[config.mk]
export PLATFORM = sky130hd
export DESIGN_NAME = store_router_flat
export DESIGN_NICKNAME = d
export VERILOG_FILES = /design/src/rtl/store_router_if.sv /design/src/rtl/store_router.sv /design/src/flat_wrapper.sv
export SDC_FILE = /design/constraint.sdc
export NUM_CORES = 1
export LEC_CHECK = 0
export CAP_MARGIN = 0
export CORE_MARGIN = 3
export CORE_UTILIZATION = 25
export DETAILED_ROUTE_END_ITERATION = 7
export PLACE_DENSITY = 0.56
export SLEW_MARGIN = 20
export SYNTH_ARGS = -nofsm -noshare
export SYNTH_HDL_FRONTEND = slang
export SYNTH_SLANG_ARGS = --single-unit
[constraint.sdc]
create_clock -name clk -period 5.95 [get_ports clk]
set_clock_uncertainty 0.15 [all_clocks]
set_input_delay 1.785 -clock clk [delete_from_list [all_inputs] [get_ports clk]]
set_output_delay 1.785 -clock clk [all_outputs]
set_load 0.02 [all_outputs]
[src/rtl/store_router_if.sv]
`default_nettype none
// ============================================================================
// Module : store_router_if
// Brief  : LSU store request, data-memory write and peripheral drain bundle.
// Rev    : 1.0
// ============================================================================
interface store_router_if;
    logic        st_valid;
    logic [31:0] st_addr;
    logic [31:0] st_wdata;
    logic [2:0]  st_funct3;
    logic        st_stall;
    logic        dmem_we;
    logic [31:0] dmem_addr;
    logic [31:0] dmem_wdata;
    logic [3:0]  dmem_wmask;
    logic        per_valid;
    logic        per_ready;
    logic [31:0] per_addr;
    logic [31:0] per_wdata;
    logic [3:0]  per_wmask;

    modport master (
        input  st_valid, st_addr, st_wdata, st_funct3, per_ready,
        output st_stall, dmem_we, dmem_addr, dmem_wdata, dmem_wmask,
               per_valid, per_addr, per_wdata, per_wmask
    );

    modport slave (
        output st_valid, st_addr, st_wdata, st_funct3, per_ready,
        input  st_stall, dmem_we, dmem_addr, dmem_wdata, dmem_wmask,
               per_valid, per_addr, per_wdata, per_wmask
    );
endinterface
`default_nettype wire

[src/rtl/store_router.sv]
`default_nettype none
// ============================================================================
// Module : store_router
// Brief  : Store lane generation, DMEM/peripheral routing with write buffer,
//          and tohost capture.
// Rev    : 1.0
// ============================================================================
module store_router #(
    parameter int          FIFO_DEPTH  = 4,
    parameter logic [31:0] TOHOST_ADDR = 32'h0000_1000
) (
    input  wire logic        clk,
    input  wire logic        rst_n,
    store_router_if.master   bus,
    output logic [31:0]      tohost_value,
    output logic             tohost_done,
    output logic             misalign_err
);
    localparam int                 c_ptr_w   = $clog2(FIFO_DEPTH);
    localparam logic [c_ptr_w:0]   c_depth   = (c_ptr_w + 1)'(FIFO_DEPTH);
    localparam logic [c_ptr_w:0]   c_cnt_one = (c_ptr_w + 1)'(1);
    localparam logic [c_ptr_w-1:0] c_ptr_one = c_ptr_w'(1);

    logic                 w_legal;
    logic [3:0]           w_mask;
    logic [31:0]          w_data;
    logic [31:0]          w_waddr;
    logic                 w_per_sel;
    logic                 w_store;
    logic                 w_full;
    logic                 w_push;
    logic                 w_pop;
    logic                 w_tohost_hit;

    logic [31:0]          r_fifo_addr [FIFO_DEPTH];
    logic [31:0]          r_fifo_data [FIFO_DEPTH];
    logic [3:0]           r_fifo_mask [FIFO_DEPTH];
    logic [c_ptr_w-1:0]   r_wr_ptr;
    logic [c_ptr_w-1:0]   r_rd_ptr;
    logic [c_ptr_w:0]     r_count;
    logic [31:0]          r_tohost_value;
    logic                 r_tohost_done;
    logic                 r_misalign;

    always_comb begin
        w_legal = 1'b0;
        w_mask  = 4'b0000;
        w_data  = 32'h0;
        case (bus.st_funct3)
            3'b000: begin
                w_legal = 1'b1;
                w_mask  = 4'b0001 << bus.st_addr[1:0];
                w_data  = {4{bus.st_wdata[7:0]}};
            end
            3'b001: begin
                w_legal = ~bus.st_addr[0];
                w_mask  = bus.st_addr[1] ? 4'b1100 : 4'b0011;
                w_data  = {2{bus.st_wdata[15:0]}};
            end
            3'b010: begin
                w_legal = (bus.st_addr[1:0] == 2'b00);
                w_mask  = 4'b1111;
                w_data  = bus.st_wdata;
            end
            default: ;
        endcase
    end

    assign w_waddr   = {bus.st_addr[31:2], 2'b00};
    assign w_per_sel = |bus.st_addr[16:8];
    assign w_store   = bus.st_valid & w_legal;
    // Full is judged on the start-of-cycle count, so a pop never frees a slot
    // for a push in the same cycle.
    assign w_full    = (r_count == c_depth);
    assign w_push    = w_store & w_per_sel & ~w_full;
    assign w_pop     = (r_count != '0) & bus.per_ready;
    assign w_tohost_hit = w_push & (w_waddr == TOHOST_ADDR);

    assign bus.st_stall   = w_store & w_per_sel & w_full;
    assign bus.dmem_we    = w_store & ~w_per_sel;
    assign bus.dmem_addr  = w_waddr;
    assign bus.dmem_wdata = w_data;
    assign bus.dmem_wmask = bus.dmem_we ? w_mask : 4'b0000;

    assign bus.per_valid  = (r_count != '0);
    assign bus.per_addr   = r_fifo_addr[r_rd_ptr];
    assign bus.per_wdata  = r_fifo_data[r_rd_ptr];
    assign bus.per_wmask  = r_fifo_mask[r_rd_ptr];

    assign tohost_value = r_tohost_value;
    assign tohost_done  = r_tohost_done;
    assign misalign_err = r_misalign;

    always_ff @(posedge clk) begin
        if (w_push) begin
            r_fifo_addr[r_wr_ptr] <= w_waddr;
            r_fifo_data[r_wr_ptr] <= w_data;
            r_fifo_mask[r_wr_ptr] <= w_mask;
        end
    end

    always_ff @(posedge clk or negedge rst_n) begin
        if (!rst_n) begin
            r_wr_ptr <= '0;
            r_rd_ptr <= '0;
            r_count  <= '0;
        end else begin
            if (w_push) r_wr_ptr <= r_wr_ptr + c_ptr_one;
            if (w_pop)  r_rd_ptr <= r_rd_ptr + c_ptr_one;
            case ({w_push, w_pop})
                2'b10:   r_count <= r_count + c_cnt_one;
                2'b01:   r_count <= r_count - c_cnt_one;
                default: r_count <= r_count;
            endcase
        end
    end

    always_ff @(posedge clk or negedge rst_n) begin
        if (!rst_n) begin
            r_tohost_value <= 32'h0;
            r_tohost_done  <= 1'b0;
            r_misalign     <= 1'b0;
        end else begin
            r_misalign <= bus.st_valid & ~w_legal;
            if (w_tohost_hit) begin
                r_tohost_done <= 1'b1;
                for (int i = 0; i < 4; i++) begin
                    if (w_mask[i]) r_tohost_value[8*i +: 8] <= w_data[8*i +: 8];
                end
            end
        end
    end
endmodule
`default_nettype wire

[src/flat_wrapper.sv]
// flat-port wrapper written by rule: the top's interface ports become plain ports
module store_router_flat 
#(
    parameter int          FIFO_DEPTH  = 4,
    parameter logic [31:0] TOHOST_ADDR = 32'h0000_1000
)
  (clk, rst_n, tohost_value, tohost_done, misalign_err, bus_st_valid, bus_st_addr, bus_st_wdata, bus_st_funct3, bus_per_ready, bus_st_stall, bus_dmem_we, bus_dmem_addr, bus_dmem_wdata, bus_dmem_wmask, bus_per_valid, bus_per_addr, bus_per_wdata, bus_per_wmask);
  store_router_if bus_i ();
  input  wire logic clk;
  input  wire logic rst_n;
  output logic [31:0] tohost_value;
  output logic tohost_done;
  output logic misalign_err;
  input wire logic [$bits(bus_i.st_valid)-1:0] bus_st_valid;
  input wire logic [$bits(bus_i.st_addr)-1:0] bus_st_addr;
  input wire logic [$bits(bus_i.st_wdata)-1:0] bus_st_wdata;
  input wire logic [$bits(bus_i.st_funct3)-1:0] bus_st_funct3;
  input wire logic [$bits(bus_i.per_ready)-1:0] bus_per_ready;
  output wire logic [$bits(bus_i.st_stall)-1:0] bus_st_stall;
  output wire logic [$bits(bus_i.dmem_we)-1:0] bus_dmem_we;
  output wire logic [$bits(bus_i.dmem_addr)-1:0] bus_dmem_addr;
  output wire logic [$bits(bus_i.dmem_wdata)-1:0] bus_dmem_wdata;
  output wire logic [$bits(bus_i.dmem_wmask)-1:0] bus_dmem_wmask;
  output wire logic [$bits(bus_i.per_valid)-1:0] bus_per_valid;
  output wire logic [$bits(bus_i.per_addr)-1:0] bus_per_addr;
  output wire logic [$bits(bus_i.per_wdata)-1:0] bus_per_wdata;
  output wire logic [$bits(bus_i.per_wmask)-1:0] bus_per_wmask;
  assign bus_i.st_valid = bus_st_valid;
  assign bus_i.st_addr = bus_st_addr;
  assign bus_i.st_wdata = bus_st_wdata;
  assign bus_i.st_funct3 = bus_st_funct3;
  assign bus_i.per_ready = bus_per_ready;
  assign bus_st_stall = bus_i.st_stall;
  assign bus_dmem_we = bus_i.dmem_we;
  assign bus_dmem_addr = bus_i.dmem_addr;
  assign bus_dmem_wdata = bus_i.dmem_wdata;
  assign bus_dmem_wmask = bus_i.dmem_wmask;
  assign bus_per_valid = bus_i.per_valid;
  assign bus_per_addr = bus_i.per_addr;
  assign bus_per_wdata = bus_i.per_wdata;
  assign bus_per_wmask = bus_i.per_wmask;
  store_router #(.FIFO_DEPTH(FIFO_DEPTH), .TOHOST_ADDR(TOHOST_ADDR)) u_core (.clk(clk), .rst_n(rst_n), .bus(bus_i), .tohost_value(tohost_value), .tohost_done(tohost_done), .misalign_err(misalign_err));
endmodule
==> metrics.txt <==
Hold Path Cell Cnt 1; crit path max fanout 10; Die Width 226 um; Mapped Avg Cell Area 19.5 um2; CP Buf/Inv Count 3; Die Y 226 um; FF-to-FF End u_core.r_count[2]$_DFFE_PN0P_; Hold EP u_core.tohost_done$_DFFE_PN0P_; drt pass-1 iters 4; Rows 80; Post CTS Setup Buffer Count 0; number of global-route vias before repair 7,594; initial antenna violation count 0; fraction of layout cells with a size suffix above 1 26.0%; slowest stage delay, CP 0.71 ns; Yosys cell types 39; via count 6,830; Max Clock Freq 0.171 GHz; Num CTS Buffers 36; ys async rst share 13.4%; Reg clk slew, reported paths 0.05 ns; CTS Hold Bufs 0; RSZ-0062 raised after global routing no; Post-synth EDFFs 264; FF-to-FF setup slack 3.62 ns; DRT antenna net count 0; CTS max path bufs 3; setup ws final 0.118 ns; Worst-Skew Late Latency 0.53 ns; clk sinks 305; Pwr Density 404 mW/mm2; FF+latch count, synth 305; DR WL/cell 21.6 um; Seq/Total Area, Yosys 73.7%; Max-Cap Viols 0; Critical Path AT 3.90 ns; WP data required 4.01 ns; die area 0.0513 mm2; R2R depth 10; largest net degree at the start of global routing 52; first-pass GRT wire length 49,300 um; Mapped Area 0.0121 mm2; Max Slew Vio Count 0; Hold Path Class reg2reg; peak supply drop 0.000193 V; ys flop type edfxtp_1; slew margin rel. 42.6%; GPL Wtd Cong 0.839; Synth Warn # 0; status finished clean; Top Family by Delay on Critical Path buffers and inverters; CP cell instances clkdlybuf4s50_1, buf_12, mux2i_1, nor2_1, a21oi_1, nor2_1, clkdlybuf4s50_1; Leak Pwr 5.85 nW; Overflow after GRT 0; fillers 4,622; Root Buffer clkbuf_16; Layout area overhead 37.8%; antenna cell count 0; DRC 0; post-place setup slack -0.00282 ns; Cells after Synth 622; R2R Path Start u_core.r_count[0]$_DFFE_PN0P_; Slew @ Worst Pin 0.861 ns; # nets final 985; post-layout min period 5.83 ns; Port Buffers 239; global-route total usage across every layer 13.2%; Setup crit start kind input pin; multi-input logic area 0.00281 mm2; dpl hpwl 22,500 um; Final period util 98.0%; Register Area 0.00896 mm2; num ports 244; drt via density 4.40; Slowest-stage cell, CP clkdlybuf4s50_1; initial DRC count 355; setup violators final 0; final hold vios 0; Routed Wire Length 33,500 um; hold_sp u_core.tohost_done$_DFFE_PN0P_; CTS tree done; core box area 0.0478 mm2; Crit Path Class in2out; Starting Density 25.4%; final hold slack 0.315 ns; critical path endpoint category output port; CTS H-tree depth 2
stage by stage:
| step | setup TNS, ns | util (%) | std cells | area [um2] | power (W) |
|---|---|---|---|---|---|
| 2_1_floorplan | 0 | - | 625 | 12200 | 0.00372 |
| 3_3_place_gp | 0 | 32.5 | 1485 | 15500 | 0.00468 |
| 3_5_place_dp | -0.00282 | 32.5 | 1485 | 15500 | 0.00469 |
| 4_1_cts | 0 | 35.0 | 1551 | 16700 | 0.00693 |
| 5_1_grt | 0 | 35.0 | 1551 | 16700 | 0.00710 |
| 6_report | 0 | 35.0 | 1551 | 16700 | 0.00677 |
report_power, final:
| part | switching [W] | internal, W |
|---|---|---|
| sequential | 0.000156 | 0.00245 |
| combinational | 0.000954 | 0.00100 |
| clock | 0.000859 | 0.00134 |
| total | 0.00197 | 0.00480 |
layer usage:
metal	wire, um	track usage, %
met2	16300	22.4
met3	2600	4.10
met1	13900	16.2
met4	723	4.07
met5	0	0
worst register-to-register path: stages, from the launching register on:
cell	delay [ns]
dfrtp_1	0.40
inv_1	0.11
nand3_1	0.14
o2111a_2	0.33
inv_1	0.10
ha_1	0.17
inv_1	0.06
fa_1	0.37
xor2_1	0.15
nor2_1	0.12
xor2_1	0.17
cells in the mapped netlist, types with 4 or more instances:
cell type	n	area share, %
edfxtp_1	264	65
mux4_2	66	12
dfrtp_1	41	8.4
buf_4	34	2.1
mux2_2	32	3.0
nor2_1	29	0.90
a21oi_1	22	0.91
and2_1	13	0.67
nand2_1	13	0.40
nor2b_1	13	0.67
clkbuf_1	11	0.34
inv_1	10	0.31
mux2i_1	9	0.74
buf_1	7	0.22
buf_2	6	0.25
nor4_1	6	0.31
ha_1	5	0.52
a22oi_1	4	0.25
or2_2	4	0.21
xor2_1	4	0.29
worst max path at each step:
stage,startpoint,end,slack [ns],cells past startpoint
after floorplan,bus_st_funct3[0],u_core.r_fifo_addr[0][0]$_DFFE_PP_,0.99,6
after global placement,bus_st_funct3[0],bus_dmem_wdata[30],0.03,7
after detailed placement,bus_st_funct3[0],bus_dmem_wdata[30],-0.003,7
after CTS,bus_st_funct3[0],bus_dmem_wdata[26],0.06,7
after global routing,bus_st_funct3[0],bus_st_stall,0.02,7
final,bus_st_funct3[0],bus_dmem_wdata[28],0.12,7
placed cells by master, fill, tap and decap left out, types with 3 or more instances in the layout:
master and count:
a21oi_1 22, a22oi_1 4, and2_1 9, and2_4 4
buf_12 8, buf_4 63, bufinv_16 3, clkbuf_1 10
clkbuf_16 37, clkbuf_8 5, clkdlybuf4s50_1 232, clkinv_1 3
clkinv_2 3, conb_1 4, dfrtp_1 39, edfxtp_1 264
ha_1 5, inv_1 10, mux2_2 32, mux2i_1 9
mux4_2 66, nand2_1 13, nand3_2 3, nor2_1 26
nor2_2 3, nor2b_1 13, nor4_1 6, o21ai_0 3
or2_2 4, xnor2_1 3, xor2_1 4
registers in the layout (all words and copies together) (netlist names):
signal / cells
u_core.misalign_err: 1
u_core.r_fifo_addr: 120
u_core.r_fifo_mask: 16
u_core.tohost_value: 32
u_core.r_wr_ptr: 2
u_core.r_fifo_data: 128
u_core.r_rd_ptr: 2
u_core.r_count: 3
u_core.tohost_done: 1
cell families after synthesis:
| logic type | count (synthesis) | share of synthesized area (%) |
|---|---|---|
| flip-flops | 305 | 73.7 |
| multiplexers | 107 | 15.9 |
| AND/OR/NAND/NOR | 92 | 4.09 |
| buffers and inverters | 70 | 3.40 |
| AO/OA/AOI/OAI | 34 | 1.64 |
| XOR/XNOR | 7 | 0.505 |
| adder cells (fa/ha/maj) | 6 | 0.680 |
| other | 1 | 0.0309 |
what timing repair did:
item	CTS	global route
gates resized for setup	1	3
cloned	0	0
endpoints found under the setup margin	1	3
layout make-up:
type | instances | area share (%)
Clock inverter | 14 | 0.942
Clock buffer | 52 | 6.17
Inverter | 10 | 0.224
Tap cell | 615 | 4.60
Sequential cell | 305 | 53.5
Timing Repair Buffer | 305 | 17.7
Multi-Input combinational cell | 250 | 16.8
(Power assumes the default switching activity.)
